**src/rtl/ascon_output_collector_pkg.sv**
```systemverilog
// Shared definitions for the Ascon output collector: FSM encoding, counter width
// and the byte-count derivation used to size the capture window.
package ascon_output_collector_pkg;

  localparam int CNT_W = 16;

  typedef logic [2:0] stateVec_t;

  localparam stateVec_t ST_IDLE    = 3'd0;
  localparam stateVec_t ST_RUN     = 3'd1;
  localparam stateVec_t ST_DELAY   = 3'd2;
  localparam stateVec_t ST_CAPTURE = 3'd3;
  localparam stateVec_t ST_HOLD    = 3'd4;

  // The core streams as many bytes as its widest operand, so the window follows the largest length.
  function automatic int calcNbytes(input int k, input int l, input int y);
    int widest;
    widest = k;
    if (l > widest) widest = l;
    if (y > widest) widest = y;
    return widest / 8;
  endfunction

endpackage

```
**src/rtl/ascon_edge_detect.sv**
```systemverilog
// Registered rising-edge detector: rise is high for the one cycle in which sig is
// high but was low at the previous clock edge.
module ascon_edge_detect (
  input  logic clk,
  input  logic rst,
  input  logic sig,
  output logic rise
);

  logic sigQ;

  always_ff @(posedge clk or negedge rst) begin
    if (!rst) begin
      sigQ <= 1'b0;
    end else begin
      sigQ <= sig;
    end
  end

  assign rise = sig & ~sigQ;

endmodule

```
**src/rtl/ascon_output_collector.sv**
```systemverilog
// Collects the masked Ascon core's byte-serial cipher-text and tag after each
// encryption, measures the run latency and holds the result behind valid/ack.
module ascon_output_collector
  import ascon_output_collector_pkg::*;
#(
  parameter int K          = 128,
  parameter int L          = 40,
  parameter int Y          = 40,
  parameter int READ_DELAY = 2
) (
  input  logic              clk,
  input  logic              rst,
  input  logic              encryption_startxSI,
  input  logic              encryption_readyxSI,
  input  logic [7:0]        cipher_textxSI,
  input  logic [7:0]        tagxSI,
  input  logic              ackxSI,
  output logic [Y-1:0]      cipher_textxSO,
  output logic [127:0]      tagxSO,
  output logic              validxSO,
  output logic              busyxSO,
  output logic [CNT_W-1:0]  cyclesxSO
);

  localparam int NBYTES    = calcNbytes(K, L, Y);
  localparam int CT_BYTES  = Y / 8;
  localparam int TAG_BYTES = 16;
  localparam logic [CNT_W-1:0] DELAY_LAST = CNT_W'((READ_DELAY > 0) ? READ_DELAY - 1 : 0);
  localparam logic [CNT_W-1:0] BYTE_LAST  = CNT_W'(NBYTES - 1);

  stateVec_t        state;
  logic [CNT_W-1:0] latCnt;
  logic [CNT_W-1:0] delayCnt;
  logic [CNT_W-1:0] byteIdx;
  logic             startRise;
  logic             readyRise;

  ascon_edge_detect startEdge (
    .clk  (clk),
    .rst  (rst),
    .sig  (encryption_startxSI),
    .rise (startRise)
  );

  ascon_edge_detect readyEdge (
    .clk  (clk),
    .rst  (rst),
    .sig  (encryption_readyxSI),
    .rise (readyRise)
  );

  // Control path: run tracking, settle delay, byte index and the valid/ack handshake.
  always_ff @(posedge clk or negedge rst) begin
    if (!rst) begin
      state     <= ST_IDLE;
      latCnt    <= '0;
      delayCnt  <= '0;
      byteIdx   <= '0;
      cyclesxSO <= '0;
      validxSO  <= 1'b0;
    end else begin
      case (state)
        ST_IDLE: begin
          if (startRise) begin
            state  <= ST_RUN;
            latCnt <= '0;
          end
        end
        ST_RUN: begin
          if (latCnt != '1) latCnt <= latCnt + 1'b1;
          if (readyRise) begin
            cyclesxSO <= latCnt;
            delayCnt  <= '0;
            byteIdx   <= '0;
            state     <= (READ_DELAY == 0) ? ST_CAPTURE : ST_DELAY;
          end
        end
        ST_DELAY: begin
          if (delayCnt == DELAY_LAST) begin
            state <= ST_CAPTURE;
          end else begin
            delayCnt <= delayCnt + 1'b1;
          end
        end
        ST_CAPTURE: begin
          if (byteIdx == BYTE_LAST) begin
            state    <= ST_HOLD;
            validxSO <= 1'b1;
          end else begin
            byteIdx <= byteIdx + 1'b1;
          end
        end
        ST_HOLD: begin
          if (ackxSI) begin
            state    <= ST_IDLE;
            validxSO <= 1'b0;
          end
        end
        default: state <= ST_IDLE;
      endcase
    end
  end

  // Data path: byte c lands at bits [8c+7:8c]; bytes beyond an output's width are dropped.
  always_ff @(posedge clk or negedge rst) begin
    if (!rst) begin
      cipher_textxSO <= '0;
      tagxSO         <= '0;
    end else if (state == ST_CAPTURE) begin
      for (int i = 0; i < CT_BYTES; i++) begin
        if (byteIdx == CNT_W'(i)) cipher_textxSO[i*8 +: 8] <= cipher_textxSI;
      end
      for (int i = 0; i < TAG_BYTES; i++) begin
        if (byteIdx == CNT_W'(i)) tagxSO[i*8 +: 8] <= tagxSI;
      end
    end
  end

  assign busyxSO = (state != ST_IDLE);

endmodule
```
**config.mk**
```make
export PLATFORM = sky130hd
export DESIGN_NAME = ascon_output_collector
export DESIGN_NICKNAME = d
export VERILOG_FILES = /design/src/rtl/ascon_output_collector_pkg.sv /design/src/rtl/ascon_edge_detect.sv /design/src/rtl/ascon_output_collector.sv
export SDC_FILE = /design/constraint.sdc
export NUM_CORES = 1
export LEC_CHECK = 0
export BUFFER_PORTS_ARGS = -buffer_cell sky130_fd_sc_hd__buf_4
export CAP_MARGIN = 5
export CORE_MARGIN = 8
export CORE_UTILIZATION = 40
export DETAILED_ROUTE_END_ITERATION = 6
export PLACE_DENSITY = 0.6
export SLEW_MARGIN = 20
export SYNTH_ARGS = -nofsm -noshare
export SYNTH_HDL_FRONTEND = slang
export SYNTH_SLANG_ARGS = --single-unit
```
**constraint.sdc**
```tcl
create_clock -name clk -period 3.15 [get_ports clk]
set_clock_uncertainty 0.2 [all_clocks]
set_input_delay 0.315 -clock clk [delete_from_list [all_inputs] [get_ports clk]]
set_output_delay 0.315 -clock clk [all_outputs]
set_load 0.01 [all_outputs]
```
## After elaboration in Yosys (flattened, before gate mapping)

Index checks and enable logic that the tools add are counted.

| word-level totals | value |
|---|---|
| word-level logic and storage cells | 111 |
| output and inout bits | 186 |
| register bits after elaboration | 238 |

| operators by class | value |
|---|---|
| bitwise operators | 4 |
| eq/ne operators | 29 |
| muxes and demuxes | 17 |
| reduce and logical (&&, ||, !) cells | 29 |
| add/sub/neg operators | 3 |

Operators by type and width:

| operator | number |
|---|---|
| equality test 16 x 4 -> 1 bit (second input constant) | 8 |
| case mux 16 bit (2 select lines) | 3 |
| 2-to-1 mux 16 bit | 5 |
| equality test 16 x 3 -> 1 bit (second input constant) | 4 |
| adder 16 x 1 -> 16 bit (second input constant) | 3 |
| AND reduction 2 bit | 17 |
| equality test 16 x 1 -> 1 bit (second input constant) | 2 |
| equality test 16 x 2 -> 1 bit (second input constant) | 2 |
| logical NOT 16 bit | 1 |
| != test 16 bit (second input constant) | 1 |
| 2-to-1 mux 3 bit | 5 |
| case mux 3 bit (5 select lines) | 1 |
| != test 2 bit (second input constant) | 6 |
| AND reduction 3 bit | 4 |
| nonzero test 2 bit | 4 |
| equality test 3 x 2 -> 1 bit (second input constant) | 2 |
| AND reduction 5 bit | 1 |
| != test 2 x 1 -> 1 bit (second input constant) | 2 |
| equality test 3 x 1 -> 1 bit (second input constant) | 1 |
| equality test 3 bit (second input constant) | 1 |
| logical NOT 3 bit | 1 |
| nonzero test 3 bit | 1 |
| AND 1 bit | 2 |
| 2-to-1 mux 1 bit | 2 |
| other kinds (2) | 3 |

## Depth between registers and ports, before layout

| depth | value |
|---|---|
| depth after elaboration | 4 |
| gate-level depth with buffers | 8 |

## By module

Synthesis repeated with hierarchy kept, for this count alone.

| unflattened totals | value |
|---|---|
| cell total of the unflattened synthesis | 762 |
| area, all modules | 10064.7 um^2 |

By module, submodules not included:

| module | cells each | seq. area each (um^2) | times used | area each (um^2) |
|---|---|---|---|---|
| ascon_output_collector | 758 | 5905.7 | 1 | 9987.1 |
| ascon_edge_detect | 2 | 25.0 | 2 | 38.8 |

## Least setup slack after synthesis

OpenSTA, ideal clock, no wires.

| path | value |
|---|---|
| path type | flip-flop to flip-flop |
| from | register byteIdx[6] |
| to | register cipher_textxSO[32] |
| cell stages (with the launch flop) | 7 |
| library setup time | 125 ps |
| setup slack | 543 ps |
| data required time | 2825 ps |
| period minus slack after synthesis | 2607 ps |
| data arrival time | 2282 ps |
| buffers on the path | 1 |
| cells stage by stage | dfrtp_1 > or4_1 > nor3_4 > nand2_1 > nor2_4 > buf_4 > mux2_2 |

| on the way | value |
|---|---|
| cells in the longest elaborated chain, start to end | 2 |

Ends and longest elaborated chain:

| element | line | source |
|---|---|---|
| from (decl) | ascon_output_collector.sv:34 | `logic [CNT_W-1:0] byteIdx;` |
| from (signal assigned) | ascon_output_collector.sv:90 | `byteIdx <= byteIdx + 1'b1;` |
| equality test 16 x 3 -> 1 bit | ascon_output_collector.sv:111 | `if (byteIdx == CNT_W'(i)) cipher_textxSO[i*8 +: 8] <= cipher_textxSI;` |
| AND reduction 2 bit (no line) | -- |  |
| to (signal, indexed assignment) | ascon_output_collector.sv:111 |  |
| to (decl) | ascon_output_collector.sv:18 | `output logic [Y-1:0] cipher_textxSO,` |

Every way passes these cells.
A chain may end at the register's enable or synchronous reset.

## Worst setup path after layout

| path | value |
|---|---|
| from | register byteIdx[6] |
| to | register cipher_textxSO[24] |

| on the way | value |
|---|---|
| cells in the longest elaborated chain, start to end | 2 |

Ends and longest elaborated chain:

| element | line |
|---|---|
| equality test 16 x 2 -> 1 bit | ascon_output_collector.sv:111 |
| AND reduction 2 bit (no line) | -- |

Every way passes these cells.

==> out/metrics.csv <==
stage;metric;value;unit
outcome;status;completed;
logic_synthesis;Synth Area in XOR/XNOR;0.001763;
final_layout;# diodes;0;
place;DP Area;11930;sq um
global_routing;vias in the first global route;7245;
power;PwrDens;867.8;nW/um^2
logic_synthesis;Top FF cell, synth;dfrtp_1;
floorplanning;io pins;207;
cts;clock buffer count from CTS;27;
logic_synthesis;Post-Syn Nets;785;
global_routing;total routing usage reported by global routing;0.1721;
cts;root buf cell;clkbuf_16;
worst_setup_path;arrival time at the worst endpoint;2.91;ns
global_routing;largest net degree at the start of global routing;74;
final_layout;layout cells sized above 1;0.4611;
timing;Tmin final;2.693;ns
global_routing;gr ovfl total;0;
final_layout;Non-Filler Instances;1339;
final_layout;multi-input logic area;3811;sq um
timing;RSZ-0062 raised after global routing;no;
logic_synthesis;syn avg cell area;13.13;sq um
timing;Final Slew Violations;0;
timing;Max Clock Freq;0.3714;GHz
logic_synthesis;post-synthesis adder-cell area fraction;0.008813;
timing;Final setup violation count;0;
logic_synthesis;combinational family with the most area after synthesis;multiplexers;
worst_hold_path;HP Class;in -> reg;
worst_setup_path;CP Capture Type;flip-flop;
logic_synthesis;Yosys reg bits;238;
worst_setup_path;Crit Path Class;reg -> reg;
final_layout;Storage cell area;5956;sq um
cts;H-tree depth;1;
detailed_routing;number of remaining DRC errors;0;
final_layout;most frequent cells in the layout;238 x dfrtp_1, 222 x buf_4, 183 x mux2_2, 45 x o21ai_0, 38 x nand2_1;
logic_synthesis;post-synthesis simple-gate area fraction;0.09946;
detailed_routing;via count;6906;
cts;clock-pin slew on the worst setup and hold paths;0.06;ns
logic_synthesis;part of the Yosys area used for sequential elements;0.5993;
cts;Clock Sink Count;238;
logic_synthesis;synthesized instance count;757;
timing;setup_tns;0;ns
place;IO buf count;206;
detailed_routing;vias per cell;5.158;
worst_setup_path;Reg2Reg Depth;6;
power;maximum vdd drop;0.0005963;V
power;Leakage;6.400;nW
detailed_routing;DRT Wirelength;26270;um
detailed_routing;DR pass1 iterations;4;
floorplanning;std cell rows;57;
cts;CTS tree;yes;
final_layout;# fillers;2145;
logic_synthesis;Async SR Flop Fraction;1.000;
cts;Max clock buf depth;3;
run;Max-Cap Viols;0;
worst_setup_path;worst path required time;3.37;ns
logic_synthesis;Post-Syn Area;9938;sq um
cts;clock latency on the worst-skew pair;0.53;ns
timing;final-report hold violation count;0;
timing;worst slew pin tran;0.6374;ns
detailed_routing;ANT nets after route;0;
worst_hold_path;hold path cells;2;
logic_synthesis;Synth Area in Compound Gates;0.06119;
floorplanning;Initial Util;0.4075;
floorplanning;die span in y;173.6;um
final_layout;post-route cell area;13030;sq um
final_layout;final net count;1023;
floorplanning;die width;173.6;um
cts;Setup Fix Bufs, Post-CTS;0;
logic_synthesis;number of synthesized flops with an enable pin;0;
final_layout;Area Overhead vs Synth;31.11;%
logic_synthesis;Synth cell types;49;
timing;Slew headroom;0.5718;
detailed_routing;wire length per cell;19.62;um
place;Placed Cells;1271;
timing;Final Cycle Share;0.8548;
floorplanning;Core Region;24390;sq um
floorplanning;DIE AREA;30150;sq um
power;Design Power;11.31;mW
worst_setup_path;crit path launch type;flip-flop;
logic_synthesis;post-synthesis mux area share;0.2115;
worst_setup_path;CP max FO;16;
logic_synthesis;synth warn;0;
global_routing;initial antenna violation count;0;
place;Final Wtd Congestion;0.7884;
detailed_routing;Initial DRC Count;345;
final_layout;commonest non-fill, non-tap cell in the layout;dfrtp_1;
place;HPWL Detailed;17870;um
global_routing;first-pass GRT wire length;42430;um
==> logic make-up after synthesis <==
| logic type | count (synthesis) |
|---|---|
| xor gates and xnor gates | 2 |
| muxes | 187 |
| adders and majority gates | 7 |
| buffers and inverters | 44 |
| DFF | 238 |
| and+or+nand+nor | 179 |
| AOI/OAI and AO/OA | 100 |
==> final cells by class <==
cell class | count | area share
Timing Repair Buffer | 244 | 0.1467
Clock buffer | 40 | 0.06021
Clock inverter | 9 | 0.009794
Sequential cell | 238 | 0.4571
Inverter | 9 | 0.002593
Multi-Input combinational cell | 475 | 0.2925
Tap cell | 324 | 0.03111
==> routing by layer <==
layer,routed length [um],global-route usage,share of wire
met4,570,0.04418,0.022
met3,1726,0.05053,0.066
met2,12890,0.2840,0.49
met1,11080,0.2183,0.42
met5,0,0,0
==> worst max-delay path, stage by stage, from the launching register on <==
cell	delay [ns]
dfrtp_1	0.44
or4_1	0.64
nor3_4	0.27
buf_4	0.19
and3_1	0.17
buf_4	0.28
mux2_2	0.37
==> flip-flops by register name (all words and copies together), names as in the netlist <==
register and cells:
latCnt 16, state 3, cyclesxSO 16, delayCnt 16
startEdge.sigQ 1, readyEdge.sigQ 1, byteIdx 16, tagxSO 128
validxSO 1, cipher_textxSO 40
==> per-stage QoR <==
stage                     utilization  setup WS, ns  hold WS [ns]
after detailed placement       0.4890        0.4421        0.1324
after floorplan                     -        0.5429       -0.1806
after global placement         0.4890        0.4895        0.1264
after CTS                      0.5342        0.4264      0.003129
after global routing           0.5342        0.2875       0.02158
final                          0.5342        0.4575       0.04075
==> cells in the mapped netlist (all sizes together) (7+ instances only) <==
master | number | share of area
dfrtp | 238 | 0.60
mux2 | 184 | 0.21
o21ai | 45 | 0.023
nand2 | 38 | 0.014
nor2 | 37 | 0.017
clkbuf | 28 | 0.011
nand3 | 25 | 0.014
nand4 | 17 | 0.011
a21oi | 14 | 0.0071
a21o | 9 | 0.0068
a31oi | 9 | 0.0057
inv | 9 | 0.0034
nor3 | 8 | 0.0052
and3 | 7 | 0.0044
buf | 7 | 0.0040
ha | 7 | 0.0088
o31ai | 7 | 0.0053
==> where the power goes <==
| group | leakage, nW | switching (mW) | internal [mW] | total (mW) |
|---|---|---|---|---|
| Sequential | 3.17 | 0.609 | 3.90 | 4.51 |
| Clock | 0.451 | 1.24 | 1.96 | 3.20 |
| Combinational | 2.78 | 1.73 | 1.86 | 3.59 |
==> worst paths after layout <==
check,from,to,slack [ns]
setup / recovery,byteIdx[6],cipher_textxSO[24],0.46
hold / removal,tagxSI[4],tagxSO[124],0.04
setup reg to reg,byteIdx[6],cipher_textxSO[24],0.46
hold reg to reg,cipher_textxSO[38],cipher_textxSO[38],0.29
max in group asynchronous,rst,tagxSO[52],1.80
min in group asynchronous,rst,cyclesxSO[11],0.15
==> what timing repair did <==
action                                 4_1_cts  5_1_grt
endpoints found under the hold margin      203        0
gates resized for setup                      0        0
hold buffers                                19        0
No activity file was read; power rests on OpenSTA's default activity.
